### src/rtl/oam_dma_arbiter.sv
// OAM DMA engine and CPU/DMA external-bus arbiter: copies XFER_LEN bytes from {EFF,00} into OAM.
// Optional macro OAM_DMA_RESTART_EN: a DMA register write during a transfer restarts it.

module oam_dma_arbiter #(
   parameter int          XFER_LEN     = 160,
   parameter logic [15:0] DMA_REG_ADDR = 16'hFF46
) (
   input  logic        CLK,
   input  logic        nRESET,
   input  logic        CPU_REQ,
   input  logic        CPU_WR,
   input  logic [15:0] CPU_ADDR,
   input  logic [7:0]  CPU_DOUT,
   output logic [7:0]  CPU_DIN,
   output logic [15:0] BUS_ADDR,
   output logic        BUS_RD,
   output logic        BUS_WR,
   output logic [7:0]  BUS_DOUT,
   input  logic [7:0]  BUS_DIN,
   output logic        OAM_WR,
   output logic [7:0]  OAM_ADDR,
   output logic [7:0]  OAM_DATA,
   output logic        DMA_ACTIVE,
   output logic [1:0]  o_dbg_state
);

   localparam int               IDX_W    = $clog2(XFER_LEN + 1);
   localparam logic [IDX_W-1:0] IDX_LAST = IDX_W'(XFER_LEN - 1);

   localparam logic [1:0] ST_IDLE   = 2'd0;
   localparam logic [1:0] ST_START  = 2'd1;
   localparam logic [1:0] ST_ACTIVE = 2'd2;
   localparam logic [1:0] ST_DRAIN  = 2'd3;

   logic [1:0]       r_state;
   logic [7:0]       r_src;
   logic [7:0]       r_eff;
   logic [IDX_W-1:0] r_idx;
   logic             r_restart;
   logic             r_oam_wr;
   logic [7:0]       r_oam_addr;
   logic [7:0]       r_oam_data;

   logic       w_cpu_int;
   logic       w_cpu_reg;
   logic       w_reg_wr;
   logic       w_restart;
   logic       w_dma_active;
   logic       w_cpu_pass;
   logic       w_dma_step;
   logic [7:0] w_src_eff;
   logic [7:0] w_idx8;

   // CPU_REQ qualifies the access for this cycle only; there is no ready, the CPU is never stalled.
   assign w_cpu_int = (CPU_ADDR[15:8] == 8'hFF);
   assign w_cpu_reg = (CPU_ADDR == DMA_REG_ADDR);
   assign w_reg_wr  = CPU_REQ & CPU_WR & w_cpu_reg;

`ifdef OAM_DMA_RESTART_EN
   assign w_restart = w_reg_wr;
`else
   assign w_restart = 1'b0;
`endif

   assign w_dma_active = (r_state == ST_ACTIVE) | (r_state == ST_DRAIN) |
                         ((r_state == ST_START) & r_restart);
   assign w_cpu_pass   = CPU_REQ & ~w_cpu_reg & (w_cpu_int | ~w_dma_active);
   // An INT access that reaches the bus steals the cycle; the DMA index holds.
   assign w_dma_step   = (r_state == ST_ACTIVE) & ~w_cpu_pass;
   assign w_src_eff    = (r_src >= 8'hE0) ? (r_src - 8'h20) : r_src;
   assign w_idx8       = 8'(r_idx);

   always_comb begin
      BUS_ADDR = CPU_ADDR;
      BUS_DOUT = CPU_DOUT;
      BUS_RD   = w_cpu_pass & ~CPU_WR;
      BUS_WR   = w_cpu_pass & CPU_WR;
      if (w_dma_step) begin
         BUS_ADDR = {r_eff, w_idx8};
         BUS_RD   = 1'b1;
         BUS_WR   = 1'b0;
      end
      CPU_DIN = BUS_DIN;
      if (w_cpu_reg)
         CPU_DIN = r_src;
      else if (~w_cpu_int & w_dma_active)
         CPU_DIN = 8'hFF;
   end

   always_ff @(posedge CLK or negedge nRESET) begin
      if (!nRESET) begin
         r_state    <= ST_IDLE;
         r_src      <= 8'h00;
         r_eff      <= 8'h00;
         r_idx      <= '0;
         r_restart  <= 1'b0;
         r_oam_wr   <= 1'b0;
         r_oam_addr <= 8'h00;
         r_oam_data <= 8'h00;
      end else begin
         if (w_reg_wr)
            r_src <= CPU_DOUT;
         r_oam_wr <= w_dma_step;
         if (w_dma_step) begin
            r_oam_addr <= w_idx8;
            r_oam_data <= BUS_DIN;
         end
         case (r_state)
            ST_IDLE: begin
               if (w_reg_wr) begin
                  r_state   <= ST_START;
                  r_restart <= 1'b0;
               end
            end
            ST_START: begin
               // A further register write re-arms START so the latched source is always the newest.
               if (!w_reg_wr) begin
                  r_state   <= ST_ACTIVE;
                  r_idx     <= '0;
                  r_eff     <= w_src_eff;
                  r_restart <= 1'b0;
               end
            end
            ST_ACTIVE: begin
               if (w_restart) begin
                  r_state   <= ST_START;
                  r_restart <= 1'b1;
               end else if (w_dma_step) begin
                  if (r_idx == IDX_LAST)
                     r_state <= ST_DRAIN;
                  else
                     r_idx <= r_idx + IDX_W'(1);
               end
            end
            ST_DRAIN: begin
               if (w_restart) begin
                  r_state   <= ST_START;
                  r_restart <= 1'b1;
               end else begin
                  r_state <= ST_IDLE;
               end
            end
            default: r_state <= ST_IDLE;
         endcase
      end
   end

   assign OAM_WR      = r_oam_wr;
   assign OAM_ADDR    = r_oam_addr;
   assign OAM_DATA    = r_oam_data;
   assign DMA_ACTIVE  = w_dma_active;
   assign o_dbg_state = r_state;

endmodule
### config.mk
export PLATFORM = sky130hd
export DESIGN_NAME = oam_dma_arbiter
export DESIGN_NICKNAME = d
export VERILOG_FILES = /design/src/rtl/oam_dma_arbiter.sv
export SDC_FILE = /design/constraint.sdc
export NUM_CORES = 1
export LEC_CHECK = 0
export CAP_MARGIN = 20
export CELL_PAD_IN_SITES_DETAIL_PLACEMENT = 1
export CELL_PAD_IN_SITES_GLOBAL_PLACEMENT = 2
export CORE_MARGIN = 4
export CORE_UTILIZATION = 29
export CTS_CLUSTER_DIAMETER = 150
export DETAILED_ROUTE_END_ITERATION = 7
export GPL_TIMING_DRIVEN = 0
export HOLD_SLACK_MARGIN = 0.05
export MAX_ROUTING_LAYER = met4
export PLACE_DENSITY = 0.95
export SYNTH_ARGS = -nofsm -noshare
export SYNTH_HDL_FRONTEND = slang
export SYNTH_SLANG_ARGS = --single-unit
### constraint.sdc
create_clock -name CLK -period 3.4 [get_ports CLK]
set_input_delay 0.34 -clock CLK [delete_from_list [all_inputs] [get_ports CLK]]
set_output_delay 0.34 -clock CLK [all_outputs]
set_load 0.02 [all_outputs]
==> impl_metrics.ini <==
[outcome]
run_status = finished, final reports clean

[yosys]
async_flop_share_pct = 100.0
ys_seq_area_share_pct = 42.72
synth_fa_ha_area_share_pct = 2.981
ys.flop_type = dfrtp_1
postSynthAreaPerCell_sq_um = 10.67
synth_seq_cells = 43
netlist.area_leader.share_pct = 42.72
synth_top_family_by_area = multiplexers
synth.area.mux_share_pct = 20.17
synth_area_leaders = dfrtp_1, mux2_2, mux2_4
synth_edf_count = 0
syn-cell-area_sq_um = 2519
synthCells = 236
synth_xor_area_share_pct = 1.043
syn-num-nets = 278
synth_area_leader_cell = dfrtp_1
yosys.area_share.simple_pct = 15.50
synth_compound_area_share_pct = 9.935
yosysUniqueCellTypes = 44
ys_warn_count = 0

[sta]
slew_headroom_pct = 60.85
hold_viol_final = 0
setup_violations = 0
skew_ns = 0.007142
rsz0062_at_grt = no
drv_slew = 0
worstMarginPinSlew_ns = 0.5840
fmax_mhz = 303.6
tns_ns = 0
finalCriticalPeriod_ns = 3.293
period_share_pct = 96.86

[cells_and_area]
fin_nets = 376
multi_input_area_sq_um = 1250
mostFrequentLayoutCells = clkdlybuf4s50_1, dfrtp_1, nand2_1
layout_commonest_cell = clkdlybuf4s50_1
area_growth_pct = 45.75
antenna_cells = 0
final_util_pct = 44.01
drive_gt1_share_pct = 22.39
area.sequential_sq_um = 1076
n_fill_cell = 935

[route]
ant_nets = 0
routed_via_density = 4.880
drt_pre_antenna_iters = 4
drc_errors = 0
dr_total_vias = 2147
drt_iter0_drc = 57
wl_per_cell_um = 16.80
wirelength_um = 7391

[setup_path]
crit_chain = clkdlybuf4s50_1 > nand4_1 > or2_1 > clkbuf_1 > o31ai_4 > buf_6 > buf_12 > mux2_4 > clkdlybuf4s50_1
crit_path_max_fanout = 10
critical_path.top_delay_family = buffers and inverters
worstPathArrival_ns = 2.95
slowest_stage = clkdlybuf4s50_1
start_kind = primary input
endpoint_kind = output port
cp.depth = 9
cp.required_ns = 3.06
crit_start = CPU_ADDR[13]
ff2ff_setup_slack_ns = 1.10
crit_top_cell = clkdlybuf4s50_1
r2r_start = r_idx[1]
r2r_end = o_dbg_state[1]
worst-path-buf-inv = 5
r2r_cells = 6
max_stage_delay_ns = 0.54
worstSetupPathType = primary input to output port

[die]
core_area_sq_um = 8341
io_pins = 90
num_rows = 33
dieHeight_um = 101.2
initial_utilization_pct = 30.20
die-area_sq_um = 10240
die_w_um = 101.2

[clocking]
clk_pin_slew_ns = 0.09
cts_tree = yes
insertion_delay_ns = 0.30
cts_setup_buffers = 0
cts.sinks = 43
cts_buffers = 5
cts.path.max_buffers = 2
htreeDepth = 2
clockRootBuffer = clkbuf_8

[pwr]
p_leak_nw = 1.700
p_per_area_nw_per_um2 = 754.9
ir_drop_mv = 0.3305

[global_route]
grt_overflow = 0
grt_pass1_vias = 2410
grt_first_pass_wirelength_um = 12030
use_met2_pct = 26.46
grt_max_degree = 32
grt_most_used_layer = met2
grt_usage_pct = 15.44
use_met3_pct = 4.477
use_met1_pct = 18.24
antenna_found_initial = 0

[place]
dp_hpwl_um = 5805
place_congestion = 0.7617
io_buffers = 89

[min_path]
hp-class = primary input to async pin

[job]
drv_cap = 0
==> flip-flops by register name, indices dropped and copies added (netlist names) <==
name	cells
OAM_DATA	8
OAM_ADDR	8
o_dbg_state	2
OAM_WR	1
r_src	8
r_idx	8
r_eff	8
==> through the flow <==
step	instance area [sq um]	cells	hold WS [ns]	power (mW)	worst slack, ns
4_1_cts	3651	440	0.4847	2.830	0.05911
2_1_floorplan	2519	236	0.04441	1.769	1.053
3_5_place_dp	3556	431	0.2622	2.488	0.08461
5_1_grt	3671	440	0.5264	2.965	0.004276
6_report	3671	440	0.4850	2.771	0.1067
3_3_place_gp	3541	430	0.4632	2.444	0.1196
==> report_power, final <==
group,switching [mW],internal [mW],total [mW],leakage (nW)
sequential,0.117,0.662,0.779,0.555
clock,0.181,0.144,0.325,0.0412
combinational,0.832,0.836,1.67,1.10
total,1.13,1.64,2.77,1.70
==> cell type report <==
cell class / instances / area share (%)
plain buffers: 21 / 4.124
flip-flops and latches: 43 / 29.31
clock inverters: 2 / 0.3408
clock buffers: 6 / 1.977
well taps: 105 / 3.579
inverters: 11 / 1.125
multi-input cells: 161 / 34.05
repair buffers: 91 / 25.49
==> what timing repair did <==
item                       in CTS  in global routing
hold endpoints to repair       12                  0
gates resized for setup         0                  8
setup endpoints to repair       0                  8
hold buffers                    1                  0
==> layer usage <==
layer / routed length (um) / share of wire [%]
met2: 3679 / 50
met1: 3073 / 42
met4: 59 / 0.80
met3: 579 / 7.8
met5: 0 / 0
==> worst reg2reg max path, stage by stage, from the launching register on <==
cell      delay [ns]
dfrtp_1         0.46
ha_1            0.27
nand2_1         0.11
nor4_2          0.52
o31ai_1         0.18
a221oi_2        0.30
mux2_1          0.36
==> logic make-up after synthesis <==
family          Yosys count
mux                      42
flops                    43
xor+xnor                  3
buf+inv                  32
compound gates           34
simple gates             76
fa+ha+maj                 6
==> Yosys cell counts (2+ instances only) <==
cell,count
nand2b_1,2
ha_1,6
and2_1,2
o31ai_1,2
mux2i_1,2
inv_1,11
a211oi_1,3
nand2_1,35
nor3_1,2
mux2_4,10
o21ai_0,13
buf_2,3
clkbuf_1,4
o211ai_2,2
nand3_1,18
o211ai_1,4
nor2_1,5
dfrtp_1,43
o21ai_1,2
mux2_2,29
xnor2_1,3
buf_4,12
nand4_1,2
==> worst max path at each step <==
stage	end
detailed placement	BUS_ADDR[13]
global route	BUS_ADDR[4]
CTS	BUS_ADDR[11]
floorplan	BUS_RD
finish	BUS_ADDR[4]
global placement	BUS_ADDR[11]
(Power assumes the default switching activity.)
